--- src/rtl/fetch_if.sv ---
// fetch_if: ROM address/data, downstream control and IF/ID outputs of the fetch stage.
interface fetch_if #(parameter int PC_W = 16, parameter int INST_W = 9);
  logic [PC_W-1:0]   pc;
  logic [INST_W-1:0] instruction;
  logic              stall;
  logic              flush;
  logic              redirect;
  logic [PC_W-1:0]   redirect_pc;
  logic [INST_W-1:0] if_inst;
  logic [PC_W-1:0]   if_pc;
  logic              if_valid;
  logic              halted;
  logic [15:0]       fetch_count;
  modport master (
    output pc, if_inst, if_pc, if_valid, halted, fetch_count,
    input  instruction, stall, flush, redirect, redirect_pc
  );
  modport slave (
    input  pc, if_inst, if_pc, if_valid, halted, fetch_count,
    output instruction, stall, flush, redirect, redirect_pc
  );
endinterface

--- src/rtl/fetch_unit.sv ---
// fetch_unit: program counter, IF/ID register, redirect/flush/stall handling and halt detection.
module fetch_unit #(
  parameter int              PC_W     = 16,
  parameter int              INST_W   = 9,
  parameter logic [PC_W-1:0] RESET_PC = 16'd1,
  parameter logic [4:0]      OPC_HALT = 5'b11010
) (
  input  logic     clk,
  input  logic     reset,
  fetch_if.master  bus
);
  typedef enum logic {RUN, HALTED} state_t;
  state_t            r_state, w_state_n;
  logic [PC_W-1:0]   r_pc, w_pc_n, r_if_pc, w_if_pc_n;
  logic [INST_W-1:0] r_if_inst, w_if_inst_n;
  logic              r_if_valid, w_if_valid_n;
  logic [15:0]       r_count, w_count_n;
  logic              w_is_halt;
  assign w_is_halt = bus.instruction[INST_W-1:INST_W-5] == OPC_HALT;
  always_ff @(posedge clk or posedge reset) begin
    if (reset) begin
      r_state    <= RUN;
      r_pc       <= RESET_PC;
      r_if_pc    <= '0;
      r_if_inst  <= '0;
      r_if_valid <= 1'b0;
      r_count    <= '0;
    end else begin
      r_state    <= w_state_n;
      r_pc       <= w_pc_n;
      r_if_pc    <= w_if_pc_n;
      r_if_inst  <= w_if_inst_n;
      r_if_valid <= w_if_valid_n;
      r_count    <= w_count_n;
    end
  end
  // Priority: redirect > flush > stall > halted bubble > normal fetch.
  always_comb begin
    w_state_n    = r_state;
    w_pc_n       = r_pc;
    w_if_pc_n    = r_if_pc;
    w_if_inst_n  = r_if_inst;
    w_if_valid_n = r_if_valid;
    w_count_n    = r_count;
    if (bus.redirect) begin
      w_pc_n       = bus.redirect_pc;
      w_if_pc_n    = '0;
      w_if_inst_n  = '0;
      w_if_valid_n = 1'b0;
      w_state_n    = RUN;
    end else if (bus.flush) begin
      w_if_pc_n    = '0;
      w_if_inst_n  = '0;
      w_if_valid_n = 1'b0;
      w_pc_n       = (r_state == RUN && !bus.stall) ? r_pc + 1'b1 : r_pc;
    end else if (bus.stall) begin
      w_pc_n = r_pc;
    end else if (r_state == HALTED) begin
      w_if_pc_n    = '0;
      w_if_inst_n  = '0;
      w_if_valid_n = 1'b0;
    end else begin
      w_if_inst_n  = bus.instruction;
      w_if_pc_n    = r_pc;
      w_if_valid_n = 1'b1;
      w_count_n    = (r_count == 16'hFFFF) ? r_count : r_count + 1'b1;
      w_pc_n       = w_is_halt ? r_pc : r_pc + 1'b1;
      w_state_n    = w_is_halt ? HALTED : RUN;
    end
  end
  assign bus.pc          = r_pc;
  assign bus.if_pc       = r_if_pc;
  assign bus.if_inst     = r_if_inst;
  assign bus.if_valid    = r_if_valid;
  assign bus.halted      = r_state == HALTED;
  assign bus.fetch_count = r_count;
endmodule
--- src/flat_wrapper.sv ---
// flat-port wrapper written by rule: the top's interface ports become plain ports
module fetch_unit_flat 
#(
  parameter int              PC_W     = 16,
  parameter int              INST_W   = 9,
  parameter logic [PC_W-1:0] RESET_PC = 16'd1,
  parameter logic [4:0]      OPC_HALT = 5'b11010
)
  (clk, reset, bus_pc, bus_if_inst, bus_if_pc, bus_if_valid, bus_halted, bus_fetch_count, bus_instruction, bus_stall, bus_flush, bus_redirect, bus_redirect_pc);
  fetch_if #(.PC_W(PC_W), .INST_W(INST_W)) bus_i ();
  input  logic clk;
  input  logic reset;
  output wire logic [$bits(bus_i.pc)-1:0] bus_pc;
  output wire logic [$bits(bus_i.if_inst)-1:0] bus_if_inst;
  output wire logic [$bits(bus_i.if_pc)-1:0] bus_if_pc;
  output wire logic [$bits(bus_i.if_valid)-1:0] bus_if_valid;
  output wire logic [$bits(bus_i.halted)-1:0] bus_halted;
  output wire logic [$bits(bus_i.fetch_count)-1:0] bus_fetch_count;
  input wire logic [$bits(bus_i.instruction)-1:0] bus_instruction;
  input wire logic [$bits(bus_i.stall)-1:0] bus_stall;
  input wire logic [$bits(bus_i.flush)-1:0] bus_flush;
  input wire logic [$bits(bus_i.redirect)-1:0] bus_redirect;
  input wire logic [$bits(bus_i.redirect_pc)-1:0] bus_redirect_pc;
  assign bus_pc = bus_i.pc;
  assign bus_if_inst = bus_i.if_inst;
  assign bus_if_pc = bus_i.if_pc;
  assign bus_if_valid = bus_i.if_valid;
  assign bus_halted = bus_i.halted;
  assign bus_fetch_count = bus_i.fetch_count;
  assign bus_i.instruction = bus_instruction;
  assign bus_i.stall = bus_stall;
  assign bus_i.flush = bus_flush;
  assign bus_i.redirect = bus_redirect;
  assign bus_i.redirect_pc = bus_redirect_pc;
  fetch_unit #(.PC_W(PC_W), .INST_W(INST_W), .RESET_PC(RESET_PC), .OPC_HALT(OPC_HALT)) u_core (.clk(clk), .reset(reset), .bus(bus_i));
endmodule
--- config.mk ---
export PLATFORM = sky130hd
export DESIGN_NAME = fetch_unit_flat
export DESIGN_NICKNAME = d
export VERILOG_FILES = /design/src/rtl/fetch_if.sv /design/src/rtl/fetch_unit.sv /design/src/flat_wrapper.sv
export SDC_FILE = /design/constraint.sdc
export NUM_CORES = 1
export LEC_CHECK = 0
export CELL_PAD_IN_SITES_DETAIL_PLACEMENT = 2
export CELL_PAD_IN_SITES_GLOBAL_PLACEMENT = 2
export CORE_AREA = 4 4 101 103
export CTS_CLUSTER_SIZE = 14
export DETAILED_ROUTE_END_ITERATION = 8
export DIE_AREA = 0 0 105 107
export PLACE_DENSITY_LB_ADDON = 0.08
export SYNTH_ARGS = -nofsm -noshare
export SYNTH_HDL_FRONTEND = slang
export SYNTH_SLANG_ARGS = --single-unit
--- constraint.sdc ---
create_clock -name clk -period 6.1 [get_ports clk]
set_input_delay 1.22 -clock clk [delete_from_list [all_inputs] [get_ports clk]]
set_output_delay 1.22 -clock clk [all_outputs]
set_load 0.005 [all_outputs]
==> results.json <==
{
  "syn_avg_cell_area_sq_um": 11.2,
  "status": "finished, final reports clean",
  "clock.fmax_ghz": 0.294,
  "post-place-ws_ps": 2350,
  "layout-drive-gt1-share_pct": 10.7,
  "holdPathStages": 1,
  "ys_types": 51,
  "die_area_sq_mm": 0.0112,
  "maxSlewViolCount": 0,
  "irDropWorstVdd_v": 0.000111,
  "rrSetupSlack_ps": 3860,
  "clock_path_buffers": 2,
  "crit_type": "in2reg",
  "synthCells": 251,
  "synthArstFlopShare_pct": 100,
  "rows": 35,
  "cap_violations": 0,
  "fin_setup_tns_ps": 0,
  "diodes": 0,
  "hold_viol": 0,
  "coreArea_sq_mm": 0.00920,
  "hold_end": "u_core.bus.if_inst[0]$_DFFE_PP0N_",
  "rsz0062_at_grt": "false",
  "die_x_um": 105,
  "die_y_um": 107,
  "overflow": 0,
  "drc": 0,
  "grt_pass1_wl_um": 14900,
  "num_io_pins": 89,
  "power_density_mw_per_mm2": 247,
  "min_period_ps": 3400,
  "clk_pin_slew_ps": 70,
  "htree_levels": 3,
  "synth_seq_cells": 59,
  "worstReg2RegEnd": "u_core.bus.pc[14]$_DFFE_PP0P_",
  "slew_headroom_pct": 36.7,
  "cts_resized": 0,
  "worst_r2r_startpoint": "u_core.bus.pc[0]$_DFFE_PP1P_",
  "io_buffers": 88,
  "hold_ws_ps": 499,
  "fin_ws_ps": 2700,
  "routabilityCongestion": 0.739,
  "fin_skew_ps": 6.12,
  "min_from": "u_core.bus.if_inst[0]$_DFFE_PP0N_",
  "drt-pass1-iter-count": 6,
  "drtIter0Drc": 66,
  "postSynthNetCount": 283,
  "cts_sinks": 59,
  "syn_area_sq_mm": 0.00281,
  "antenna_found_initial": 0,
  "critPathMaxFanout": 18,
  "cts_hold_buf": 0,
  "ys_seq_area_share_pct": 52.6,
  "hold_class": "reg2reg",
  "critPathRequiredTime_ps": 6320,
  "grt_usage_pct": 16.7,
  "ys_dominant_reg_cell": "dfrtp_1",
  "yosysWarnings": 0,
  "p_leak_uw": 0.00164,
  "nets": 374,
  "dp_hpwl_um": 6660,
  "post_cts_buffers": 0,
  "syn_to_final_growth_pct": 42.3,
  "grt_max_degree": 31,
  "cp-start-kind": "primary input",
  "finalSetupViolCount": 0,
  "synth_edf_count": 0,
  "routed_via_density": 5.42,
  "ant_nets": 0,
  "clkLatencyLatePin_ps": 330,
  "min_period_over_period_pct": 55.7,
  "start_util_pct": 30.6,
  "wl_per_cell_um": 20.0,
  "arrival_ps": 3620,
  "grt_pass1_vias": 2756,
  "critPathCaptureType": "flip-flop",
  "worstRegToRegCells": 5,
  "worstMarginPinSlew_ps": 947,
  "vias": 2478,
  "cts_buffers": 9,
  "wl_um": 9160,
  "root_buffer": "clkbuf_8",
  "cts_tree": "built"
}
-- final cells by class --
type | instances | area, sq um
clock buffers | 9 | 124
clock inverters | 6 | 57.6
flip-flops and latches | 59 | 1480
well taps | 111 | 139
inverters | 5 | 18.8
repair buffers | 93 | 918
fillers | 995 | 5190
multi-input cells | 174 | 1270
-- state kept, by name, indices dropped and copies added (netlist names) --
name                    flops
u_core.bus.fetch_count     16
u_core.bus.if_pc           16
u_core.bus.pc              16
u_core.bus.if_inst          9
u_core.bus.halted           1
u_core.bus.if_valid         1
-- metal layers --
| layer | share of wire [%] | vias up | track usage, % |
|---|---|---|---|
| li1 | - | 1133 | - |
| met1 | 44 | 1268 | 20.5 |
| met2 | 51 | 64 | 29.3 |
| met3 | 4.0 | 13 | 3.73 |
| met4 | 1.6 | 0 | 5.15 |
| met5 | 0 | - | 0 |
-- critical path, cell delays in order --
cell and delay [ps]:
clkdlybuf4s50_1 740, or4_4 800, nor4_4 430, nand3_2 120
mux2_4 300
-- cell families (layout without fill, tap and decap cells) --
family                     Yosys count  count (layout)  synth area share [%]
AOI/OAI and AO/OA                   68              68                  18.6
buffers and inverters               18             113                  2.80
adders and majority gates            2               2                 0.890
muxes                                3               3                  1.29
DFF                                 59              59                  52.6
xor gates and xnor gates            17              17                  5.30
and+or+nand+nor                     84              84                  18.5
-- stage by stage --
stage / total power (uW) / utilization, % / cells / area [sq um]
after global routing: 1050 / 43.5 / 457 / 4000
final: 989 / 43.5 / 457 / 4000
after detailed placement: 658 / 41.5 / 442 / 3820
after global placement: 651 / 41.5 / 442 / 3820
after CTS: 1010 / 43.5 / 457 / 4000
after floorplan: 536 / - / 251 / 2810
-- worst max-delay path by stage --
stage / from / to / slack (ps) / depth (start not counted)
floorplan: bus_redirect / u_core.bus.fetch_count[12]$_DFFE_PP0P_ / 3320 / 5
global placement: bus_redirect / u_core.bus.fetch_count[12]$_DFFE_PP0P_ / 2410 / 5
detailed placement: bus_redirect / u_core.bus.fetch_count[12]$_DFFE_PP0P_ / 2350 / 5
CTS: bus_redirect / u_core.bus.fetch_count[12]$_DFFE_PP0P_ / 2710 / 5
global route: bus_redirect / u_core.bus.fetch_count[12]$_DFFE_PP0P_ / 2570 / 5
finish: bus_redirect / u_core.bus.fetch_count[12]$_DFFE_PP0P_ / 2700 / 5
-- report_power, final --
| group | leakage (uW) | switching, uW | internal [uW] | total [uW] |
|---|---|---|---|---|
| Combinational | 0.000780 | 71.3 | 105 | 176 |
| Clock | 0.0000946 | 158 | 183 | 341 |
| Sequential | 0.000766 | 46.6 | 425 | 472 |
| Total | 0.00164 | 276 | 713 | 989 |
-- Yosys cell counts, drive strengths merged (3+ instances only) --
master,instances,area share (%)
dfrtp,58,52
a22o,23,7.2
nand2,20,2.7
nand3,12,2.3
a31oi,10,2.2
nor2,10,1.3
o21ai,10,1.8
xor2,10,3.1
clkbuf,9,1.2
or4,9,2.5
o31ai,8,2.1
xnor2,7,2.2
a211oi,5,1.3
inv,5,0.67
a21oi,4,0.71
and4,4,1.2
buf,4,0.93
nand4,4,1.1
or2,4,0.89
a2111oi,3,1.8
nand4b,3,0.93
nor2b,3,0.67
-- cells in the final DEF, fill, tap and decap left out, types with 2 or more instances in the layout --
cell             count
or2_2                3
clkinv_2             4
clkdlybuf4s50_1     88
a211oi_1             5
xnor2_1              7
nor2b_1              3
clkbuf_8             9
nor2_1              10
nand4_1              3
nand4b_1             3
buf_4                5
or4_1                8
nor3_1               2
nand2_1             20
a21oi_1              4
nand2b_1             2
or3_1                2
a31oi_1             10
o21ai_1              2
and4_1               4
inv_1                4
nand3_1             11
o31ai_1              8
ha_1                 2
o21ai_0              8
xor2_1              10
nor4bb_1             2
a22o_1              23
dfrtp_1             58
No activity file was read; power rests on OpenSTA's default activity.
